**src/rtl/pe_stream_sequencer_if.sv**
```systemverilog
// Command, operand, PE and result buses of the PE stream sequencer, plus busy/done status.
// The slave modport is the sequencer's view; the master modport is the command source / PE side.
`ifndef DATA_WIDTH
`define DATA_WIDTH 16
`endif
`ifndef MODE_MAC
`define MODE_MAC 2'd0
`endif
`ifndef MODE_MUL
`define MODE_MUL 2'd1
`endif
`ifndef MODE_ADD
`define MODE_ADD 2'd2
`endif

interface pe_stream_sequencer_if #(
  parameter int DATA_WIDTH = `DATA_WIDTH,
  parameter int LEN_WIDTH  = 8
);
  logic                  cmd_valid;
  logic                  cmd_ready;
  logic [1:0]            cmd_op;
  logic [LEN_WIDTH-1:0]  cmd_len;
  logic                  opd_valid;
  logic                  opd_ready;
  logic [DATA_WIDTH-1:0] opd_a;
  logic [DATA_WIDTH-1:0] opd_b;
  logic [1:0]            pe_op_mode;
  logic                  pe_clear_acc;
  logic [DATA_WIDTH-1:0] pe_in_A;
  logic [DATA_WIDTH-1:0] pe_in_B;
  logic [DATA_WIDTH-1:0] pe_out_val;
  logic                  res_valid;
  logic                  res_ready;
  logic [DATA_WIDTH-1:0] res_data;
  logic                  busy;
  logic                  done;

  modport slave (
    input  cmd_valid, cmd_op, cmd_len, opd_valid, opd_a, opd_b, pe_out_val, res_ready,
    output cmd_ready, opd_ready, pe_op_mode, pe_clear_acc, pe_in_A, pe_in_B,
           res_valid, res_data, busy, done
  );

  modport master (
    output cmd_valid, cmd_op, cmd_len, opd_valid, opd_a, opd_b, pe_out_val, res_ready,
    input  cmd_ready, opd_ready, pe_op_mode, pe_clear_acc, pe_in_A, pe_in_B,
           res_valid, res_data, busy, done
  );
endinterface

```
**src/rtl/pe_stream_sequencer.sv**
```systemverilog
// Sequences DOT/MUL/ADD commands through a registered PE; element results land in a 4-deep FWFT FIFO 2 edges after accept.
// Operands stall whenever queued plus in-flight results would reach 4; a final DOT result waits for FIFO space.
`ifndef DATA_WIDTH
`define DATA_WIDTH 16
`endif
`ifndef MODE_MAC
`define MODE_MAC 2'd0
`endif
`ifndef MODE_MUL
`define MODE_MUL 2'd1
`endif
`ifndef MODE_ADD
`define MODE_ADD 2'd2
`endif

module pe_stream_sequencer #(
  parameter int DATA_WIDTH = `DATA_WIDTH,
  parameter int LEN_WIDTH  = 8
) (
  input logic clk,
  input logic reset,
  pe_stream_sequencer_if.slave bus
);
  typedef enum logic [1:0] {S_IDLE, S_CLEAR, S_RUN, S_DRAIN} state_t;

  localparam logic [1:0] OP_DOT = 2'd0;
  localparam logic [1:0] OP_MUL = 2'd1;
  localparam logic [1:0] OP_ADD = 2'd2;
  localparam logic [1:0] OP_RSV = 2'd3;
  localparam logic [LEN_WIDTH-1:0] LEN_ONE = LEN_WIDTH'(1);

  state_t                r_state;
  state_t                w_state_nxt;
  logic [1:0]            r_op;
  logic                  r_bypass;
  logic                  r_zero_push;
  logic [LEN_WIDTH-1:0]  r_remaining;
  logic                  r_d1;
  logic                  r_d2;
  logic [DATA_WIDTH-1:0] r_pe_a;
  logic [DATA_WIDTH-1:0] r_pe_b;
  logic [DATA_WIDTH-1:0] r_mem [0:3];
  logic [1:0]            r_wp;
  logic [1:0]            r_rp;
  logic [2:0]            r_count;

  logic                  w_cmd_fire;
  logic                  w_opd_fire;
  logic                  w_opd_ready;
  logic                  w_pop;
  logic                  w_push;
  logic                  w_done;
  logic [DATA_WIDTH-1:0] w_push_dat;
  logic [2:0]            w_inflight;
  logic                  w_is_ew;
  logic                  w_not_full;

  // r_d1/r_d2 trace each accepted pair through the PE: r_d2 marks the cycle its result sits on pe_out_val.
  assign w_inflight  = {2'b0, r_d1} + {2'b0, r_d2};
  assign w_is_ew     = (r_op == OP_MUL) || (r_op == OP_ADD);
  assign w_not_full  = (r_count != 3'd4);
  assign w_opd_ready = (r_state == S_RUN) && (r_remaining != '0) && ((r_count + w_inflight) < 3'd4);
  assign w_cmd_fire  = bus.cmd_valid && (r_state == S_IDLE);
  assign w_opd_fire  = bus.opd_valid && w_opd_ready;
  assign w_pop       = (r_count != 3'd0) && bus.res_ready;

  always_comb begin
    w_state_nxt = r_state;
    w_done      = 1'b0;
    w_push      = 1'b0;
    w_push_dat  = bus.pe_out_val;
    case (r_state)
      S_IDLE: begin
        if (w_cmd_fire) begin
          w_state_nxt = ((bus.cmd_len != '0) && (bus.cmd_op != OP_RSV)) ? S_CLEAR : S_DRAIN;
        end
      end
      S_CLEAR: w_state_nxt = S_RUN;
      S_RUN: begin
        if (w_opd_fire && (r_remaining == LEN_ONE)) w_state_nxt = S_DRAIN;
      end
      S_DRAIN: begin
        if (r_bypass) begin
          if (!r_zero_push || w_not_full) begin
            w_push      = r_zero_push;
            w_push_dat  = '0;
            w_done      = 1'b1;
            w_state_nxt = S_IDLE;
          end
        end else if (!w_is_ew) begin
          // Once the last pair has left r_d1 the PE accumulator holds the final sum.
          if (!r_d1 && w_not_full) begin
            w_push      = 1'b1;
            w_done      = 1'b1;
            w_state_nxt = S_IDLE;
          end
        end else if (w_inflight == 3'd0) begin
          w_done      = 1'b1;
          w_state_nxt = S_IDLE;
        end
      end
      default: w_state_nxt = S_IDLE;
    endcase
    if (w_is_ew && r_d2) w_push = 1'b1;
  end

  always_ff @(posedge clk) begin
    if (reset) begin
      r_state     <= S_IDLE;
      r_op        <= OP_DOT;
      r_bypass    <= 1'b0;
      r_zero_push <= 1'b0;
      r_remaining <= '0;
      r_d1        <= 1'b0;
      r_d2        <= 1'b0;
      r_pe_a      <= '0;
      r_pe_b      <= '0;
      r_wp        <= 2'd0;
      r_rp        <= 2'd0;
      r_count     <= 3'd0;
    end else begin
      r_state <= w_state_nxt;
      if (w_cmd_fire) begin
        r_op        <= bus.cmd_op;
        r_remaining <= bus.cmd_len;
        r_bypass    <= (bus.cmd_len == '0) || (bus.cmd_op == OP_RSV);
        r_zero_push <= (bus.cmd_len == '0) && (bus.cmd_op == OP_DOT);
      end else if (w_opd_fire) begin
        r_remaining <= r_remaining - LEN_ONE;
      end
      r_d1    <= w_opd_fire;
      r_d2    <= r_d1;
      r_pe_a  <= w_opd_fire ? bus.opd_a : '0;
      r_pe_b  <= w_opd_fire ? bus.opd_b : '0;
      if (w_push) r_wp <= r_wp + 2'd1;
      if (w_pop)  r_rp <= r_rp + 2'd1;
      r_count <= r_count + {2'b0, w_push} - {2'b0, w_pop};
    end
  end

  always_ff @(posedge clk) begin
    if (w_push) r_mem[r_wp] <= w_push_dat;
  end

  always_comb begin
    bus.pe_op_mode = `MODE_MAC;
    if (r_state != S_IDLE) begin
      case (r_op)
        OP_MUL:  bus.pe_op_mode = `MODE_MUL;
        OP_ADD:  bus.pe_op_mode = `MODE_ADD;
        default: bus.pe_op_mode = `MODE_MAC;
      endcase
    end
  end

  assign bus.cmd_ready    = (r_state == S_IDLE);
  assign bus.opd_ready    = w_opd_ready;
  assign bus.busy         = (r_state != S_IDLE);
  assign bus.done         = w_done;
  assign bus.pe_clear_acc = reset || (r_state == S_CLEAR);
  assign bus.pe_in_A      = r_pe_a;
  assign bus.pe_in_B      = r_pe_b;
  assign bus.res_valid    = (r_count != 3'd0);
  assign bus.res_data     = r_mem[r_rp];
endmodule

```
**src/flat_wrapper.sv**
```systemverilog
// flat-port wrapper written by rule: the top's interface ports become plain ports
module pe_stream_sequencer_flat 
#(
  parameter int DATA_WIDTH = `DATA_WIDTH,
  parameter int LEN_WIDTH  = 8
)
  (clk, reset, bus_cmd_valid, bus_cmd_op, bus_cmd_len, bus_opd_valid, bus_opd_a, bus_opd_b, bus_pe_out_val, bus_res_ready, bus_cmd_ready, bus_opd_ready, bus_pe_op_mode, bus_pe_clear_acc, bus_pe_in_A, bus_pe_in_B, bus_res_valid, bus_res_data, bus_busy, bus_done);
  pe_stream_sequencer_if #(.DATA_WIDTH(DATA_WIDTH), .LEN_WIDTH(LEN_WIDTH)) bus_i ();
  input logic clk;
  input logic reset;
  input wire logic [$bits(bus_i.cmd_valid)-1:0] bus_cmd_valid;
  input wire logic [$bits(bus_i.cmd_op)-1:0] bus_cmd_op;
  input wire logic [$bits(bus_i.cmd_len)-1:0] bus_cmd_len;
  input wire logic [$bits(bus_i.opd_valid)-1:0] bus_opd_valid;
  input wire logic [$bits(bus_i.opd_a)-1:0] bus_opd_a;
  input wire logic [$bits(bus_i.opd_b)-1:0] bus_opd_b;
  input wire logic [$bits(bus_i.pe_out_val)-1:0] bus_pe_out_val;
  input wire logic [$bits(bus_i.res_ready)-1:0] bus_res_ready;
  output wire logic [$bits(bus_i.cmd_ready)-1:0] bus_cmd_ready;
  output wire logic [$bits(bus_i.opd_ready)-1:0] bus_opd_ready;
  output wire logic [$bits(bus_i.pe_op_mode)-1:0] bus_pe_op_mode;
  output wire logic [$bits(bus_i.pe_clear_acc)-1:0] bus_pe_clear_acc;
  output wire logic [$bits(bus_i.pe_in_A)-1:0] bus_pe_in_A;
  output wire logic [$bits(bus_i.pe_in_B)-1:0] bus_pe_in_B;
  output wire logic [$bits(bus_i.res_valid)-1:0] bus_res_valid;
  output wire logic [$bits(bus_i.res_data)-1:0] bus_res_data;
  output wire logic [$bits(bus_i.busy)-1:0] bus_busy;
  output wire logic [$bits(bus_i.done)-1:0] bus_done;
  assign bus_i.cmd_valid = bus_cmd_valid;
  assign bus_i.cmd_op = bus_cmd_op;
  assign bus_i.cmd_len = bus_cmd_len;
  assign bus_i.opd_valid = bus_opd_valid;
  assign bus_i.opd_a = bus_opd_a;
  assign bus_i.opd_b = bus_opd_b;
  assign bus_i.pe_out_val = bus_pe_out_val;
  assign bus_i.res_ready = bus_res_ready;
  assign bus_cmd_ready = bus_i.cmd_ready;
  assign bus_opd_ready = bus_i.opd_ready;
  assign bus_pe_op_mode = bus_i.pe_op_mode;
  assign bus_pe_clear_acc = bus_i.pe_clear_acc;
  assign bus_pe_in_A = bus_i.pe_in_A;
  assign bus_pe_in_B = bus_i.pe_in_B;
  assign bus_res_valid = bus_i.res_valid;
  assign bus_res_data = bus_i.res_data;
  assign bus_busy = bus_i.busy;
  assign bus_done = bus_i.done;
  pe_stream_sequencer #(.DATA_WIDTH(DATA_WIDTH), .LEN_WIDTH(LEN_WIDTH)) u_core (.clk(clk), .reset(reset), .bus(bus_i));
endmodule
```
**config.mk**
```make
export PLATFORM = sky130hd
export DESIGN_NAME = pe_stream_sequencer_flat
export DESIGN_NICKNAME = d
export VERILOG_FILES = /design/src/rtl/pe_stream_sequencer_if.sv /design/src/rtl/pe_stream_sequencer.sv /design/src/flat_wrapper.sv
export SDC_FILE = /design/constraint.sdc
export NUM_CORES = 1
export LEC_CHECK = 0
export CAP_MARGIN = 20
export CORE_MARGIN = 5
export CORE_UTILIZATION = 36
export CTS_CLUSTER_SIZE = 12
export DETAILED_ROUTE_END_ITERATION = 10
export SLEW_MARGIN = 20
export SYNTH_ARGS = -nofsm -noshare
export SYNTH_HDL_FRONTEND = slang
export SYNTH_SLANG_ARGS = --single-unit
```
**constraint.sdc**
```tcl
create_clock -name clk -period 3.1 [get_ports clk]
set_input_delay 0.465 -clock clk [delete_from_list [all_inputs] [get_ports clk]]
set_output_delay 0.465 -clock clk [all_outputs]
set_load 0.01 [all_outputs]
```
=== Word level (Yosys, flattened, before mapping) ===
Memory sizes are Yosys's and may differ from the RTL's. A register that Yosys moved wholly into a read port is not among the register bits.
Cells that the tools add are included.

* Add/sub/neg operators: 7
* Order comparisons: 1
* Eq/ne operators: 14
* Multiplexer cells: 31
* Bitwise operators: 1
* Reductions and logical operators: 27

{| class="wikitable"
|+ Operators by type and width
! kind !! count
|-
| $mux 16 || 3
|-
| $mux 2 || 11
|-
| $mux 8 || 2
|-
| $reduce_bool 8->1 || 2
|-
| $mux 1 || 13
|-
| $logic_and 1x1->1 || 10
|-
| $eq 2x2->1 const B || 4
|-
| $eq 8x1->1 const B || 1
|-
| $logic_not 8->1 || 1
|-
| $pmux 2 s4 || 1
|-
| $sub 8x1->8 const B || 1
|-
| $ne 3x3->1 const B || 2
|-
| $reduce_and 5->1 || 1
|-
| $add 2x1->2 const B || 2
|-
| $eq 2x1->1 const B || 2
|-
| $logic_not 2->1 || 2
|-
| $logic_or 1x1->1 || 4
|-
| $ne 2x2->1 const B || 2
|-
| $ne 4x1->1 const B || 1
|-
| $ne 4x3->1 const B || 1
|-
| $pmux 2 s2 || 1
|-
| $reduce_bool 2->1 || 2
|-
| $add 3x1->3 || 1
|-
| $add 3x3->3 || 1
|-
| other kinds (9) || 10
|}

* Register bits: 55
* Memory bits (writable): 64
* Bits of input ports: 63
* Word-level logic and storage cells: 94
* Memories kept: 1

{| class="wikitable"
|+ Memory list
! memory !! words !! width !! read ports !! clocked after Yosys merged registers in !! write ports !! line !! RTL
|-
| u_core.r_mem || 4 || 16 || 1 || 1 || 1 || pe_stream_sequencer.sv:42 || <nowiki>logic [DATA_WIDTH-1:0] r_mem [0:3];</nowiki>
|}

=== Longest topological paths before layout ===
Gate-level depths: netlist of run 1.

* Word-level depth: 9
* Depth in mapped cells: 11
* Mapped depth without buffers: 11

=== Worst setup path after synthesis of run 1 ===
OpenSTA, ideal clock, no wires.

* Path type: register to register
* Start point: register u_core.r_count[2]
* End point: register u_core.r_count[2]
* Library setup time: 0.128 ns
* Arrival: 2.217 ns
* Data required time: 2.972 ns
* Slack: 0.756 ns
* Stages on the path, launching flop included: 12
* Period minus slack after synthesis: 2.344 ns
* Cells stage by stage: dfxtp_1 -> clkbuf_1 -> or3_1 -> and2_1 -> ha_1 -> inv_1 -> ha_1 -> inv_1 -> fa_1 -> xor2_1 -> xnor2_1 -> nor2_1

* Elaborated cells between the ends (all ways): 13
* Those cells by class: add/sub (2); eq/ne (1); mux (6); reduce/logical (4)

{| class="wikitable"
|+ RTL lines
! item !! line !! RTL
|-
| from (decl) || pe_stream_sequencer.sv:45 || <nowiki>logic [2:0] r_count;</nowiki>
|-
| from (signal assigned) || pe_stream_sequencer.sv:137 || <nowiki>r_count <= r_count + {2'b0, w_push} - {2'b0, w_pop};</nowiki>
|-
| $reduce_bool 3->1 || - ||
|-
| via bus_res_valid || flat_wrapper.sv:25 || <nowiki>output wire logic [$bits(bus_i.res_valid)-1:0] bus_res_valid;</nowiki>
|-
| $logic_and 1x1->1 || pe_stream_sequencer.sv:65 || <nowiki>assign w_pop = (r_count != 3'd0) && bus.res_ready;</nowiki>
|-
| via u_core.w_pop || pe_stream_sequencer.sv:50 || <nowiki>logic w_pop;</nowiki>
|-
| $sub 3x1->3 || pe_stream_sequencer.sv:137 ||
|}

The timed path passes the listed nets, and every way through them passes these cells.
A chain may end at the register's enable or synchronous reset.

=== Worst setup path in the final report of run 1 ===
* Start point: register u_core.r_d2
* End point: output bus_opd_ready

* Cells in the longest elaborated chain, start to end: 4

{| class="wikitable"
|+ RTL lines
! item !! line !! RTL
|-
| from (decl) || pe_stream_sequencer.sv:39 || <nowiki>logic r_d2;</nowiki>
|-
| from (signal assigned) || pe_stream_sequencer.sv:132 || <nowiki>r_d2 <= r_d1;</nowiki>
|-
| $add 1x1->2 || pe_stream_sequencer.sv:59 || <nowiki>assign w_inflight = {2'b0, r_d1} + {2'b0, r_d2};</nowiki>
|-
| $add 3x3->3 || pe_stream_sequencer.sv:62 || <nowiki>assign w_opd_ready = (r_state == S_RUN) && (r_remaining != '0) && ((r_count + w_inflight) < 3'd4);</nowiki>
|-
| $lt 3x3->1 || pe_stream_sequencer.sv:62 ||
|-
| $logic_and 1x1->1 || pe_stream_sequencer.sv:62 ||
|-
| to (decl) || flat_wrapper.sv:20 || <nowiki>output wire logic [$bits(bus_i.opd_ready)-1:0] bus_opd_ready;</nowiki>
|}

No other way between the ends.

==> results.py, run 1 <==
metrics = {
    "outcome": {
        "run_status": "complete, no violations",
    },
    "hold_path": {
        "whs_endpoint": "u_core.r_op[0]$_SDFFE_PP0P_",
        "min_path_cells": 2,
        "min_path_type": "flop to flop",
        "min_from": "u_core.r_op[0]$_SDFFE_PP0P_",
    },
    "drt": {
        "wl_per_cell_microns": 15.10,
        "dr_total_vias": 3083,
        "totalWireLength_mm": 10.06,
        "ant_nets": 0,
        "drc": 0,
        "first_pass_iters": 4,
        "via_per_inst": 4.629,
        "drt_iter0_drc": 102,
    },
    "synthesis": {
        "yosys_warnings": 0,
        "synth_seq_cells": 121,
        "ys_async_sr_fraction": 0,
        "syn-cell-area_sq_um": 4778,
        "netlist.area_leader.share": 0.4022,
        "synth_ff_type": "edfxtp_1",
        "synth_nets": 427,
        "synth_edf_count": 64,
        "ys_types": 46,
        "synth_top_cells_by_area": "edfxtp_1 (40%), dfxtp_1 (24%), mux4_2 (7.5%)",
        "synthMostInstantiatedCell": "edfxtp_1",
        "yosysSeqAreaShare": 0.6410,
        "yosysTopAreaCell": "edfxtp_1",
        "synthTopCellsByCount": "edfxtp_1 (64), dfxtp_1 (57), and2_1 (53), nor2_1 (21), ha_1 (18)",
        "syn_inst": 345,
        "syn-mean-instance-area_sq_um": 13.85,
    },
    "die": {
        "row_count": 42,
        "die-area_sq_um": 15680,
        "die_height_microns": 125.2,
        "start_util": 0.3637,
        "die_x_microns": 125.2,
        "ioPinCount": 119,
        "core_area_sq_um": 13140,
    },
    "cells_and_area": {
        "nets": 559,
        "final_cell_area_sq_um": 6792,
        "drive_gt1_frac": 0.1265,
        "diodes": 0,
        "area_delta_synth_final_pct": 42.13,
    },
    "timing": {
        "rsz0062_at_grt": "false",
        "min_period_ns": 2.905,
        "finClkSkew_ns": 0.007502,
        "final_hold_viol_count": 0,
        "fin_crit_sh": 0.9370,
        "setup_viol": 0,
        "slew_headroom": 0.5792,
        "fmax_mhz": 344.3,
        "tightestPinTransition_ns": 0.6297,
        "drv_slew": 0,
        "setup_tns_ns": 0,
    },
    "placed_design": {
        "port-buffer-count": 118,
        "gp_congestion": 0.7708,
        "dp_hpwl_mm": 6.929,
        "placed_cell_area_sq_um": 6205,
    },
    "global_routing": {
        "track_usage": 0.1338,
        "grtUsageMet1": 0.1545,
        "top_usage_layer": "met2",
        "grtUsageMet2": 0.2072,
        "use_met3": 0.07974,
        "grt-ovfl-total": 0,
        "antenna_found_initial": 0,
        "grt_max_degree": 33,
        "grt_pass1_wl_mm": 16.27,
        "grt_pass1_vias": 3211,
    },
    "cts": {
        "ctsRootBufferMaster": "clkbuf_16",
        "cts_resized": 0,
        "cts_made_buffers": 17,
        "htree_levels": 4,
        "hold_buffers": 0,
        "clkLatencyLatePin_ns": 0.41,
        "cts.clk_slew.worst_paths_ns": 0.05,
        "clockBufferDepth": 2,
        "cts_setup_buffers": 0,
        "tritoncts": "yes",
        "cts_sinks": 121,
    },
    "pwr": {
        "p_per_area_nw_per_um2": 750.0,
        "peakVddDrop_v": 0.0003081,
        "total_leakage_power_nw": 2.415,
    },
    "critical_path": {
        "r2r_start": "u_core.r_d2$_SDFF_PP0_",
        "cp.required_ns": 2.63,
        "critical_path_class": "flop to primary output",
        "worstReg2RegEnd": "u_core.r_remaining[6]$_SDFFE_PP0P_",
        "endpoint_kind": "primary output",
        "worstPathMaxFanout": 4,
        "r2r_cells": 7,
        "cp.arrival_ns": 2.44,
        "r2r_setup_slack_ns": 0.67,
        "worst_setup_path_start_kind": "flop",
    },
    "run": {
        "maxCapViolCount": 0,
    },
}
[registers in the layout, summed over array words and instances (netlist names), named ones only]
signal / flops
u_core.bus.pe_in_A: 16
u_core.bus.pe_in_B: 16
u_core.r_bypass: 1
u_core.r_count: 3
u_core.r_d1: 1
u_core.r_d2: 1
u_core.r_mem: 64
u_core.r_op: 2
u_core.r_remaining: 8
u_core.r_rp: 2
u_core.r_state: 2
u_core.r_wp: 2
u_core.r_zero_push: 1
[logic make-up after synthesis]
family / Yosys count / share of synthesized area
AND/OR/NAND/NOR: 115 / 0.1369
XOR/XNOR: 13 / 0.02383
multiplexers: 17 / 0.07751
flip-flops: 121 / 0.6410
adder cells (fa/ha/maj): 19 / 0.05132
AO/OA/AOI/OAI: 30 / 0.04556
buffers and inverters: 30 / 0.02383
[area by class of cell]
cell class,count,area (sq um)
timing repair buffer,128,1256
fill,1164,6346
tap,176,220.2
inverter,15,56.30
sequential,121,3063
clock inverter,13,153.9
clock buffer,19,432.9
multi-input combinational,194,1609
[critical path: stages (launching register included)]
cell and delay (ns):
dfxtp_1 0.31, ha_1 0.20, ha_1 0.26, a31oi_1 0.29, xnor2_1 0.19, nor3b_1 0.22
clkdlybuf4s50_1 0.57
[cells in the final DEF (no fill, tap or decap), drive strengths merged, types with 2 or more instances in the layout]
master         Yosys  final
nor3b              3      3
o31ai              3      3
nor2b              4      4
or4                2      2
mux4              16     16
a211oi             7      7
and2              54     54
buf                1     10
xnor2              7      7
clkbuf            14     19
edfxtp            64     64
nand3              4      4
a31oi              3      3
a21oi              4      4
o21ai              3      3
clkinvlp           0      2
inv               15     15
nor3               5      5
bufinv             0      3
nor2              21     21
ha                18     18
xor2               6      6
or3                2      2
clkdlybuf4s50      0    118
nor4               2      2
clkinv             0      8
nand2             12     12
dfxtp             57     57
[metrics by stage]
| step | power [mW] | utilization | setup WS [ns] | cells | hold WS [ns] |
|---|---|---|---|---|---|
| after global routing | 5.369 | 0.5170 | 0.008500 | 666 | 0.5227 |
| after CTS | 5.177 | 0.5170 | 0.1257 | 666 | 0.4773 |
| after detailed placement | 3.223 | 0.4723 | 0.5921 | 634 | 0.4701 |
| final | 5.093 | 0.5170 | 0.1954 | 666 | 0.4763 |
| after floorplan | 2.703 | - | 0.7557 | 345 | 0.4530 |
| after global placement | 3.205 | 0.4723 | 0.5984 | 634 | 0.4700 |
[routing by layer]
layer | share of wire | vias up | wire, microns
li1 | - | 1499 | -
met1 | 0.43 | 1469 | 4285
met2 | 0.46 | 105 | 4676
met3 | 0.098 | 10 | 985
met4 | 0.011 | 0 | 112
met5 | 0 | - | 0
[worst max-delay path by stage]
stage,from,to,slack [ns],depth (start not counted)
after CTS,u_core.r_d1$_SDFF_PP0_,bus_opd_ready,0.13,6
final,u_core.r_d2$_SDFF_PP0_,bus_opd_ready,0.20,6
after global placement,u_core.r_d2$_SDFF_PP0_,bus_opd_ready,0.60,6
after floorplan,u_core.r_count[2]$_SDFF_PP0_,u_core.r_count[2]$_SDFF_PP0_,0.76,11
after detailed placement,u_core.r_d2$_SDFF_PP0_,bus_opd_ready,0.59,6
after global routing,u_core.r_count[1]$_SDFF_PP0_,bus_opd_ready,0.009,5
[power breakdown]
group	switching (mW)	internal, mW	leakage, nW
sequential	0.0982	1.81	1.04
combinational	0.577	0.685	1.09
clock	0.667	1.25	0.282
Power figures use the tool's default switching activity.
==> run 2, diff against run 1 <==
--- a/config.mk
+++ b/config.mk
@@ -10,6 +10,7 @@
 export CORE_UTILIZATION = 36
 export CTS_CLUSTER_SIZE = 12
 export DETAILED_ROUTE_END_ITERATION = 10
+export SKIP_CTS_REPAIR_TIMING = 1
 export SLEW_MARGIN = 20
 export SYNTH_ARGS = -nofsm -noshare
 export SYNTH_HDL_FRONTEND = slang
==> results of run 2 <==
The final DEF is identical to that of run 1; final timing and power are the same.
==> run 3, diff against run 2 <==
--- a/config.mk
+++ b/config.mk
@@ -6,7 +6,7 @@
 export NUM_CORES = 1
 export LEC_CHECK = 0
 export CAP_MARGIN = 20
-export CORE_MARGIN = 5
+export CORE_MARGIN = 2
 export CORE_UTILIZATION = 36
 export CTS_CLUSTER_SIZE = 12
 export DETAILED_ROUTE_END_ITERATION = 10
==> run 3 against run 2 <==
Global-route usage up 1.2 points; first-iteration DRC count increased by 38%; sequential share of layout area decreased by 0.50 points; non-clock buffer count unchanged; critical endpoint unchanged; critical path type unchanged; largest power group unchanged.
==> results.py, run 3 (synthesis gave the netlist of run 1 again) <==
metrics = {
    "critical_path": {
        "worstPathMaxFanout": 7,
        "worstReg2RegEnd": "u_core.r_remaining[6]$_SDFFE_PP0P_",
        "r2r_cells": 6,
        "r2r_setup_slack_ns": 0.65,
        "critical_path_class": "flop to primary output",
        "cp_slowest_cell": "clkdlybuf4s50_1",
        "slowest_delay_ns": 0.56,
        "cp.arrival_ns": 2.45,
        "endpoint_kind": "primary output",
        "cp.required_ns": 2.63,
        "r2r_start": "u_core.r_count[1]$_SDFF_PP0_",
        "startpoint": "u_core.r_count[1]$_SDFF_PP0_",
        "worst_setup_path_start_kind": "flop",
        "path_cells": "ha_1 > a31oi_1 > xnor2_1 > nor3b_1 > clkdlybuf4s50_1",
    },
    "global_routing": {
        "grt-ovfl-total": 0,
        "antenna_found_initial": 0,
        "grt_max_degree": 33,
        "grt_pass1_vias": 3198,
        "track_usage": 0.1453,
        "grt_pass1_wl_mm": 15.74,
    },
    "timing": {
        "setup_tns_ns": 0,
        "slew_headroom": 0.6162,
        "final_hold_viol_count": 0,
        "drv_slew": 0,
        "finClkSkew_ns": 0.008889,
        "setup_viol": 0,
        "fmax_mhz": 343.4,
        "fin_crit_sh": 0.9393,
        "min_period_ns": 2.912,
        "rsz0062_at_grt": "false",
        "tightestPinTransition_ns": 0.5743,
    },
    "cells_and_area": {
        "final_cell_mix": "clkdlybuf4s50_1 (118), edfxtp_1 (64), dfxtp_1 (57)",
        "regArea_sq_um": 3063,
        "multi_input_area_sq_um": 1609,
        "final_util": 0.5249,
        "diodes": 0,
        "regMostFlops": "u_core.r_mem",
        "area_delta_synth_final_pct": 43.73,
        "layout_commonest_cell": "clkdlybuf4s50_1",
        "fillers": 1153,
        "largest_reg_flops": 64,
        "nets": 559,
        "drive_gt1_frac": 0.1347,
    },
    "die": {
        "ioPinCount": 119,
        "core_area_sq_um": 13090,
        "row_count": 42,
        "die-area_sq_um": 14210,
        "die_height_microns": 119.2,
        "die_x_microns": 119.2,
        "start_util": 0.3652,
    },
    "drt": {
        "ant_nets": 0,
        "first_pass_iters": 5,
        "met1_length_mm": 4.230,
        "highest_layer": "met4",
        "via_per_inst": 4.632,
        "wl_met3_microns": 745,
        "totalWireLength_mm": 9.717,
        "met2_length_mm": 4.555,
        "drc": 0,
        "drt_iter0_drc": 141,
        "dr_total_vias": 3085,
        "wl_per_cell_microns": 14.59,
    },
    "cts": {
        "htree_levels": 4,
        "tritoncts": "yes",
        "clkLatencyLatePin_ns": 0.41,
        "ctsRootBufferMaster": "clkbuf_16",
        "cts_sinks": 121,
        "cts_made_buffers": 17,
        "clockBufferDepth": 2,
        "cts.clk_slew.worst_paths_ns": 0.06,
    },
    "pwr": {
        "peakVddDrop_v": 0.0003563,
        "p_total_mw": 5.361,
        "total_leakage_power_nw": 2.450,
        "p_per_area_nw_per_um2": 780.6,
    },
    "hold_path": {
        "min_path_type": "flop to flop",
        "whs_endpoint": "u_core.r_op[1]$_SDFFE_PP0P_",
        "min_from": "u_core.r_op[1]$_SDFFE_PP0P_",
        "min_path_cells": 2,
    },
    "placed_design": {
        "port-buffer-count": 118,
        "gp_congestion": 0.7833,
        "dp_hpwl_mm": 6.648,
    },
    "outcome": {
        "run_status": "complete, no violations",
    },
    "run": {
        "maxCapViolCount": 0,
    },
}
==> run 3: report_power, final <==
part / switching [mW] / internal [mW] / total, mW
clock network: 0.740 / 1.44 / 2.18
registers: 0.0968 / 1.81 / 1.91
logic: 0.582 / 0.687 / 1.27
==> run 3: per-layer routing <==
| layer | track usage | vias to the layer above |
|---|---|---|
| met2 | 0.2324 | 98 |
| li1 | - | 1499 |
| met4 | 0.06250 | 0 |
| met3 | 0.06466 | 15 |
| met5 | 0 | - |
| met1 | 0.1694 | 1473 |
==> run 3: per-stage QoR <==
stage | area, sq um | setup slack (ns) | hold WS, ns | instances
2_1_floorplan | 4778 | 0.7557 | 0.4530 | 345
3_3_place_gp | 6205 | 0.6235 | 0.4715 | 634
3_5_place_dp | 6205 | 0.5986 | 0.4715 | 634
4_1_cts | 6868 | 0.1488 | 0.4792 | 666
5_1_grt | 6868 | 0.007350 | 0.5175 | 666
6_report | 6868 | 0.1880 | 0.4784 | 666
==> run 3: worst max-delay path by stage <==
stage / to
floorplan: u_core.r_count[2]$_SDFF_PP0_
global placement: bus_opd_ready
detailed placement: bus_opd_ready
CTS: bus_opd_ready
global route: bus_opd_ready
finish: bus_opd_ready
==> run 3: final cells by class <==
class / instances / share of cell area
sequential: 121 / 0.4460
multi-input combinational: 194 / 0.2343
timing repair buffer: 128 / 0.1829
clock buffer: 17 / 0.06194
clock inverter: 15 / 0.03461
tap: 176 / 0.03206
inverter: 15 / 0.008198
==> run 3: critical path, delay by kind of cell, from the launching register on <==
| kind | cells | cell delay (ns) |
|---|---|---|
| adders and majority gates | 1 | 0.29 |
| buffers and inverters | 1 | 0.56 |
| AOI/OAI and AO/OA | 1 | 0.29 |
| DFF | 1 | 0.49 |
| and+or+nand+nor | 1 | 0.22 |
| xor gates and xnor gates | 1 | 0.19 |
